## src/rtl/alu_seq_exec.sv

```systemverilog
// Sequential EX-stage ALU: single-cycle logical/arithmetic/compare/LUI ops,
// bit-serial SLL/SRL, valid/ready handshake on both the request and result sides.
module alu_seq_exec (
    input  logic        clk,
    input  logic        reset,
    input  logic        in_valid,
    output logic        in_ready,
    input  logic [3:0]  alu_ctr,
    input  logic [31:0] a,
    input  logic [31:0] b,
    input  logic [4:0]  shamt,
    output logic        out_valid,
    input  logic        out_ready,
    output logic [31:0] result,
    output logic        zero,
    output logic        overflow,
    output logic        illegal
);

    typedef enum logic [1:0] {
        IDLE  = 2'd0,
        SHIFT = 2'd1,
        DONE  = 2'd2
    } state_t;

    localparam logic [3:0] OP_AND = 4'b0000;
    localparam logic [3:0] OP_OR  = 4'b0001;
    localparam logic [3:0] OP_ADD = 4'b0010;
    localparam logic [3:0] OP_SUB = 4'b0011;
    localparam logic [3:0] OP_NOR = 4'b0100;
    localparam logic [3:0] OP_SLL = 4'b0101;
    localparam logic [3:0] OP_SRL = 4'b0110;
    localparam logic [3:0] OP_SLT = 4'b1000;
    localparam logic [3:0] OP_LUI = 4'b1010;
    localparam logic [3:0] OP_CMP = 4'b1111;

    state_t      state_q, state_d;
    logic [31:0] shreg_q, shreg_d;
    logic [4:0]  cnt_q, cnt_d;
    logic        dir_right_q, dir_right_d;
    logic [31:0] result_q, result_d;
    logic        zero_q, zero_d;
    logic        overflow_q, overflow_d;
    logic        illegal_q, illegal_d;

    logic        accept;
    logic        is_shift;
    logic [31:0] sum;
    logic [31:0] diff;
    logic [31:0] alu_res;
    logic        alu_ovf;
    logic        alu_ill;
    logic [31:0] shift_next;

    assign accept   = in_valid && (state_q == IDLE);
    assign is_shift = (alu_ctr == OP_SLL) || (alu_ctr == OP_SRL);
    assign sum      = a + b;
    assign diff     = a - b;

    // One-bit step of the serial shifter, zero filled in the chosen direction.
    assign shift_next = dir_right_q ? {1'b0, shreg_q[31:1]} : {shreg_q[30:0], 1'b0};

    always_comb begin
        alu_res = 32'h0;
        alu_ovf = 1'b0;
        alu_ill = 1'b0;
        case (alu_ctr)
            OP_AND: alu_res = a & b;
            OP_OR:  alu_res = a | b;
            OP_ADD: begin
                alu_res = sum;
                alu_ovf = (a[31] == b[31]) && (sum[31] != a[31]);
            end
            OP_SUB: begin
                alu_res = diff;
                alu_ovf = (a[31] != b[31]) && (diff[31] != a[31]);
            end
            OP_NOR: alu_res = ~(a | b);
            OP_SLT: alu_res = ($signed(a) < $signed(b)) ? 32'd1 : 32'd0;
            OP_LUI: alu_res = {b[15:0], 16'h0000};
            OP_CMP: alu_res = a ^ b;
            OP_SLL, OP_SRL: alu_res = b;
            default: alu_ill = 1'b1;
        endcase
    end

    always_ff @(posedge clk) begin
        if (reset) begin
            state_q     <= IDLE;
            shreg_q     <= 32'h0;
            cnt_q       <= 5'd0;
            dir_right_q <= 1'b0;
            result_q    <= 32'h0;
            zero_q      <= 1'b0;
            overflow_q  <= 1'b0;
            illegal_q   <= 1'b0;
        end else begin
            state_q     <= state_d;
            shreg_q     <= shreg_d;
            cnt_q       <= cnt_d;
            dir_right_q <= dir_right_d;
            result_q    <= result_d;
            zero_q      <= zero_d;
            overflow_q  <= overflow_d;
            illegal_q   <= illegal_d;
        end
    end

    always_comb begin
        state_d = state_q;
        case (state_q)
            IDLE: begin
                if (accept) begin
                    if (is_shift && (shamt != 5'd0)) state_d = SHIFT;
                    else                             state_d = DONE;
                end
            end
            SHIFT: begin
                if (cnt_q == 5'd1) state_d = DONE;
            end
            DONE: begin
                if (out_ready) state_d = IDLE;
            end
            default: state_d = IDLE;
        endcase
    end

    // Result flags are only written on the transition into DONE so they stay stable while presented.
    always_comb begin
        shreg_d     = shreg_q;
        cnt_d       = cnt_q;
        dir_right_d = dir_right_q;
        result_d    = result_q;
        zero_d      = zero_q;
        overflow_d  = overflow_q;
        illegal_d   = illegal_q;
        case (state_q)
            IDLE: begin
                if (accept) begin
                    if (is_shift) begin
                        shreg_d     = b;
                        cnt_d       = shamt;
                        dir_right_d = (alu_ctr == OP_SRL);
                    end
                    if (!(is_shift && (shamt != 5'd0))) begin
                        result_d   = alu_res;
                        zero_d     = (alu_res == 32'h0);
                        overflow_d = alu_ovf;
                        illegal_d  = alu_ill;
                    end
                end
            end
            SHIFT: begin
                shreg_d = shift_next;
                cnt_d   = cnt_q - 5'd1;
                if (cnt_q == 5'd1) begin
                    result_d   = shift_next;
                    zero_d     = (shift_next == 32'h0);
                    overflow_d = 1'b0;
                    illegal_d  = 1'b0;
                end
            end
            default: ;
        endcase
    end

    always_comb begin
        in_ready  = (state_q == IDLE);
        out_valid = (state_q == DONE);
    end

    assign result   = result_q;
    assign zero     = zero_q;
    assign overflow = overflow_q;
    assign illegal  = illegal_q;

endmodule
```

## config.mk

```make
export PLATFORM = sky130hd
export DESIGN_NAME = alu_seq_exec
export DESIGN_NICKNAME = d
export VERILOG_FILES = /design/src/rtl/alu_seq_exec.sv
export SDC_FILE = /design/constraint.sdc
export NUM_CORES = 1
export LEC_CHECK = 0
export CAP_MARGIN = 0
export CORE_ASPECT_RATIO = 0.75
export CORE_MARGIN = 2
export CORE_UTILIZATION = 45
export DETAILED_ROUTE_END_ITERATION = 8
export PLACE_DENSITY = 0.66
export REMOVE_ABC_BUFFERS = 1
export SLEW_MARGIN = 20
export SYNTH_ARGS = -nofsm -noshare
export SYNTH_HDL_FRONTEND = slang
export SYNTH_SLANG_ARGS = --single-unit
```

## constraint.sdc

```tcl
create_clock -name clk -period 4.34 [get_ports clk]
set_clock_uncertainty 0.1 [all_clocks]
set_input_delay 0.868 -clock clk [delete_from_list [all_inputs] [get_ports clk]]
set_output_delay 0.868 -clock clk [all_outputs]
set_load 0.01 [all_outputs]
```

==> summary by stage <==
Critical path
The cell with the largest stage delay on the worst path is sky130_fd_sc_hd__or4b_4. For this run, the slowest stage of the critical path takes about 550 ps. The arrival time reported for the critical path endpoint is 4480 ps. The capture instance of the worst register-to-register path is zero. At the worst endpoint, the required time is 4520 ps.

The type of element capturing the critical path is a register. The largest fanout on the critical path is 3. The startpoint identified for the worst register-to-register timing path is cnt_q[0].

The signal on the critical path passes through buf_8 > inv_4 > ha_4 > fa_2 > or2_4 > a211o_4 > buf_12 > a211oi_4 > or4_4 > and4_4 > o2111ai_2 > and4b_1 > nor3_4 > or4b_4 > nor4_4 > o2bb2ai_1. The worst setup path is of the in -> reg kind. The number of cells on the worst reg-to-reg path is 14. The flop-to-flop setup slack is 830 ps. The startpoint type of the worst setup path is an input pin.

Floorplanning
The die height is 134 um. The core region is 0.0222 mm2. The die covers 0.0239 mm2.

Pin placement for this block handled 114 I/O pins. The width of the die is about 180 um. The initial utilization of the core area, before any placement, comes to 46.0%. The total number of placement rows is 47.

Synth
The share of the yosys chip area belonging to registers is 14.7%. Sorting the synthesized cells by area gives the leading types as sky130_fd_sc_hd__dfxtp_1 15%, sky130_fd_sc_hd__ha_1 13%, sky130_fd_sc_hd__a21oi_1 7.8%. The area of the mapped netlist is just over 0.01 mm2. The post-synthesis sequential element count is 75. The biggest area contributor in the post-synthesis netlist is sky130_fd_sc_hd__dfxtp_1.

In this run, synthesis inferred 0 flip-flops with an integrated enable. The mean instance size in the synthesized netlist is 7.01 um2. The most used flip-flop cell after synthesis is sky130_fd_sc_hd__dfxtp_1. After technology mapping, the gate count stands at 1455. The number of warnings printed during yosys synthesis is 0. In the synthesized netlist the async set-or-reset flop fraction comes to 0%. The share of the synthesized area in the top cell type is 14.7%. The count of different cell masters after synthesis is around 100.

Run
Across the run, the number of max-cap violations was 0.

Routing
Using the TritonRoute via totals, the vias-per-cell ratio works out to 6.33. The uppermost layer routed is met4. The post-detailed-routing wire length is 48500 um. The detailed-routed wire length on met3 is 5320 um. The count of antenna-violating nets left after detailed routing is 0. The number of design-rule violations left by the first detailed-router iteration is 1568.

The first TritonRoute pass finished after 7 iterations. The wire length per cell after detailed routing is 22.7 um. The remaining design rule violation count is 0.

Detailed routing placed a total of 20700 um of wire on met2. Summing over every cut layer, the via total after detailed routing is 13500. After detailed routing, the wire length on met1 is 19900 um.

STA
The worst slew margin relative to its limit is 44.1%. The worst path setup slack after routing is 34.4 ps. Setup repair after global routing could not meet its margin everywhere.

The number of pins with negative max-slew slack in the final report is 0. The slew at the pin with the worst max-slew slack is between 800 and 900 ps. The final critical delay including setup and external delays is about 4300 ps.

The highest achievable clock rate is 232 MHz. The hold violation total from the final report is 0. Dividing the final minimum period by the clock period gives 99.2%.

The final setup violation count is 0.

GRT
The total congestion overflow is 0. Entering global routing, the biggest net connects 61 pins. The number of antenna violations at the first check in global routing is 0. The via count of the first global-routing pass is 12600. Global routing consumed, over all layers together, 39.9% of the routing resources.

The first-pass GRT wire length is 73200 um.

Placed design
The setup slack after placement is -1010 ps. Buffers placed on the I/O ports in this run total 113. After legalization and detailed placement, the total HPWL measured 38400 um. The routability-driven placement congestion ratio is 1.04. The post-placement cell count is approximately 2100. The total cell area at the placement stage is 0.0138 mm2.

Final layout
The number of cells in the finished layout apart from fillers is 2136. The library cell used most frequently in the layout, excluding fill and tap cells, is sky130_fd_sc_hd__buf_4. At the end of the flow, the number of nets in the layout was around 2000. 0 antenna diodes ended up in the layout.

The fraction of layout cells with a size suffix above 1 is 28.3%. The final-layout fill cell count is 1978. In the layout the commonest cells are 357 x sky130_fd_sc_hd__buf_4, 148 x sky130_fd_sc_hd__nor2_1, 148 x sky130_fd_sc_hd__a21oi_1. The area growth from synthesis to layout is 45.9%. The final design area excluding fillers is 0.0149 mm2.

Power
After layout, the design draws a total of 3.31 mW. The total power divided by cell area is 222 mW/mm2. The worst IR drop on VDD is 0.186 mV. The analysis attributes to cell leakage a power of 6.39 nW.

Clock network
The clock tree from TritonCTS is built. The number of hold buffers added after CTS was 0. The clock latency reported for the late side of the worst-skew pair is approximately 340 ps. The number of buffers added by the clock tree synthesis step is 9. The clock root buffer is sky130_fd_sc_hd__clkbuf_16. The H-tree was split into 3 levels. Counting every sink on the clock net gives 75. No sink is reached through more buffers than the 2 on the longest clock path.

The clock input transition at the sequential cells of the worst setup and hold paths is 60 ps.

Run status
The flow ran to the end, and the final reports show no timing, DRC or antenna violations.

Worst hold path
Along the worst hold path, the cell count comes to 2. The path with the worst hold slack has its endpoint at result[7]. The class of the tightest hold or removal check is reg -> reg. The launch instance of the worst min-delay path is result[7].
[cell families after synthesis]
family / count (synthesis) / share of synthesized area (%)
and+or+nand+nor: 493 / 23.9
adders and majority gates: 108 / 13.4
DFF: 75 / 14.7
buffers and inverters: 212 / 8.65
muxes: 15 / 1.48
xor gates and xnor gates: 4 / 0.344
AOI/OAI and AO/OA: 548 / 37.5
[how the worst max path moves through the flow]
stage                    start  endpoint  slack, ps  depth (start not counted)
floorplan           alu_ctr[2]      zero       -110                         10
global placement          a[0]      zero       -950                         15
detailed placement        a[0]      zero      -1010                         15
CTS                      b[23]      zero          6                         15
global route              a[0]      zero        -20                         17
finish                    a[0]      zero         30                         16
[synth_stat cells, drive strengths merged, types with 37 or more instances]
cell type,n
a211oi,70
ha,106
nand2,127
o211ai,45
nor2,151
dfxtp,75
clkbuf,64
inv,103
o21ai,69
nor3,37
buf,45
a21oi,161
[per-stage QoR]
stage | TNS (ps) | util (%) | hold slack [ps]
6_report | 0 | 67.1 | 347
5_1_grt | -23.3 | 67.1 | 378
4_1_cts | 0 | 65.7 | 351
3_5_place_dp | -7950 | 62.3 | 344
3_3_place_gp | -7550 | 62.3 | 340
2_1_floorplan | -110 | - | 333
[state kept, by name, summed over array words and instances, names as in the netlist]
| register | count |
|---|---|
| result | 32 |
| shreg_q | 32 |
| cnt_q | 5 |
| state_q | 2 |
| dir_right_q | 1 |
| illegal | 1 |
| overflow | 1 |
| zero | 1 |
[cell type report]
cell class / instances / area [um2] / area share, %
clock buffer: 10 / 229 / 1.54
clock inverter: 6 / 63.8 / 0.429
inverter: 103 / 389 / 2.61
multi-input combinational: 1168 / 8410 / 56.5
sequential: 75 / 1500 / 10.1
tap: 294 / 368 / 2.47
timing repair buffer: 480 / 3920 / 26.4
[per-layer routing]
| metal | global-route usage [%] | up-vias |
|---|---|---|
| li1 | - | 6173 |
| met1 | 53.0 | 6329 |
| met2 | 61.4 | 870 |
| met3 | 9.52 | 153 |
| met4 | 17.4 | 0 |
| met5 | 0 | - |
[timing repair]
| item | in CTS | in global routing |
|---|---|---|
| resized for setup | 103 | 85 |
| cloned | 1 | 0 |
| pin swaps | 34 | 26 |
| hold endpoints to repair | 0 | 0 |
| setup buffers | 16 | 7 |
| setup endpoints to repair | 14 | 7 |
[where the power goes]
group	switching, mW	internal (mW)	total, mW
Sequential	0.0396	0.732	0.771
Clock	0.305	0.445	0.750
Combinational	0.970	0.817	1.79
[worst max-delay path, delay by kind of cell]
family | cells | cell delay (ps)
adder cells (fa/ha/maj) | 2 | 500
AND/OR/NAND/NOR | 7 | 1900
AO/OA/AOI/OAI | 4 | 980
buffers and inverters | 3 | 240
Note: power is estimated with default switching activity, not from simulation.
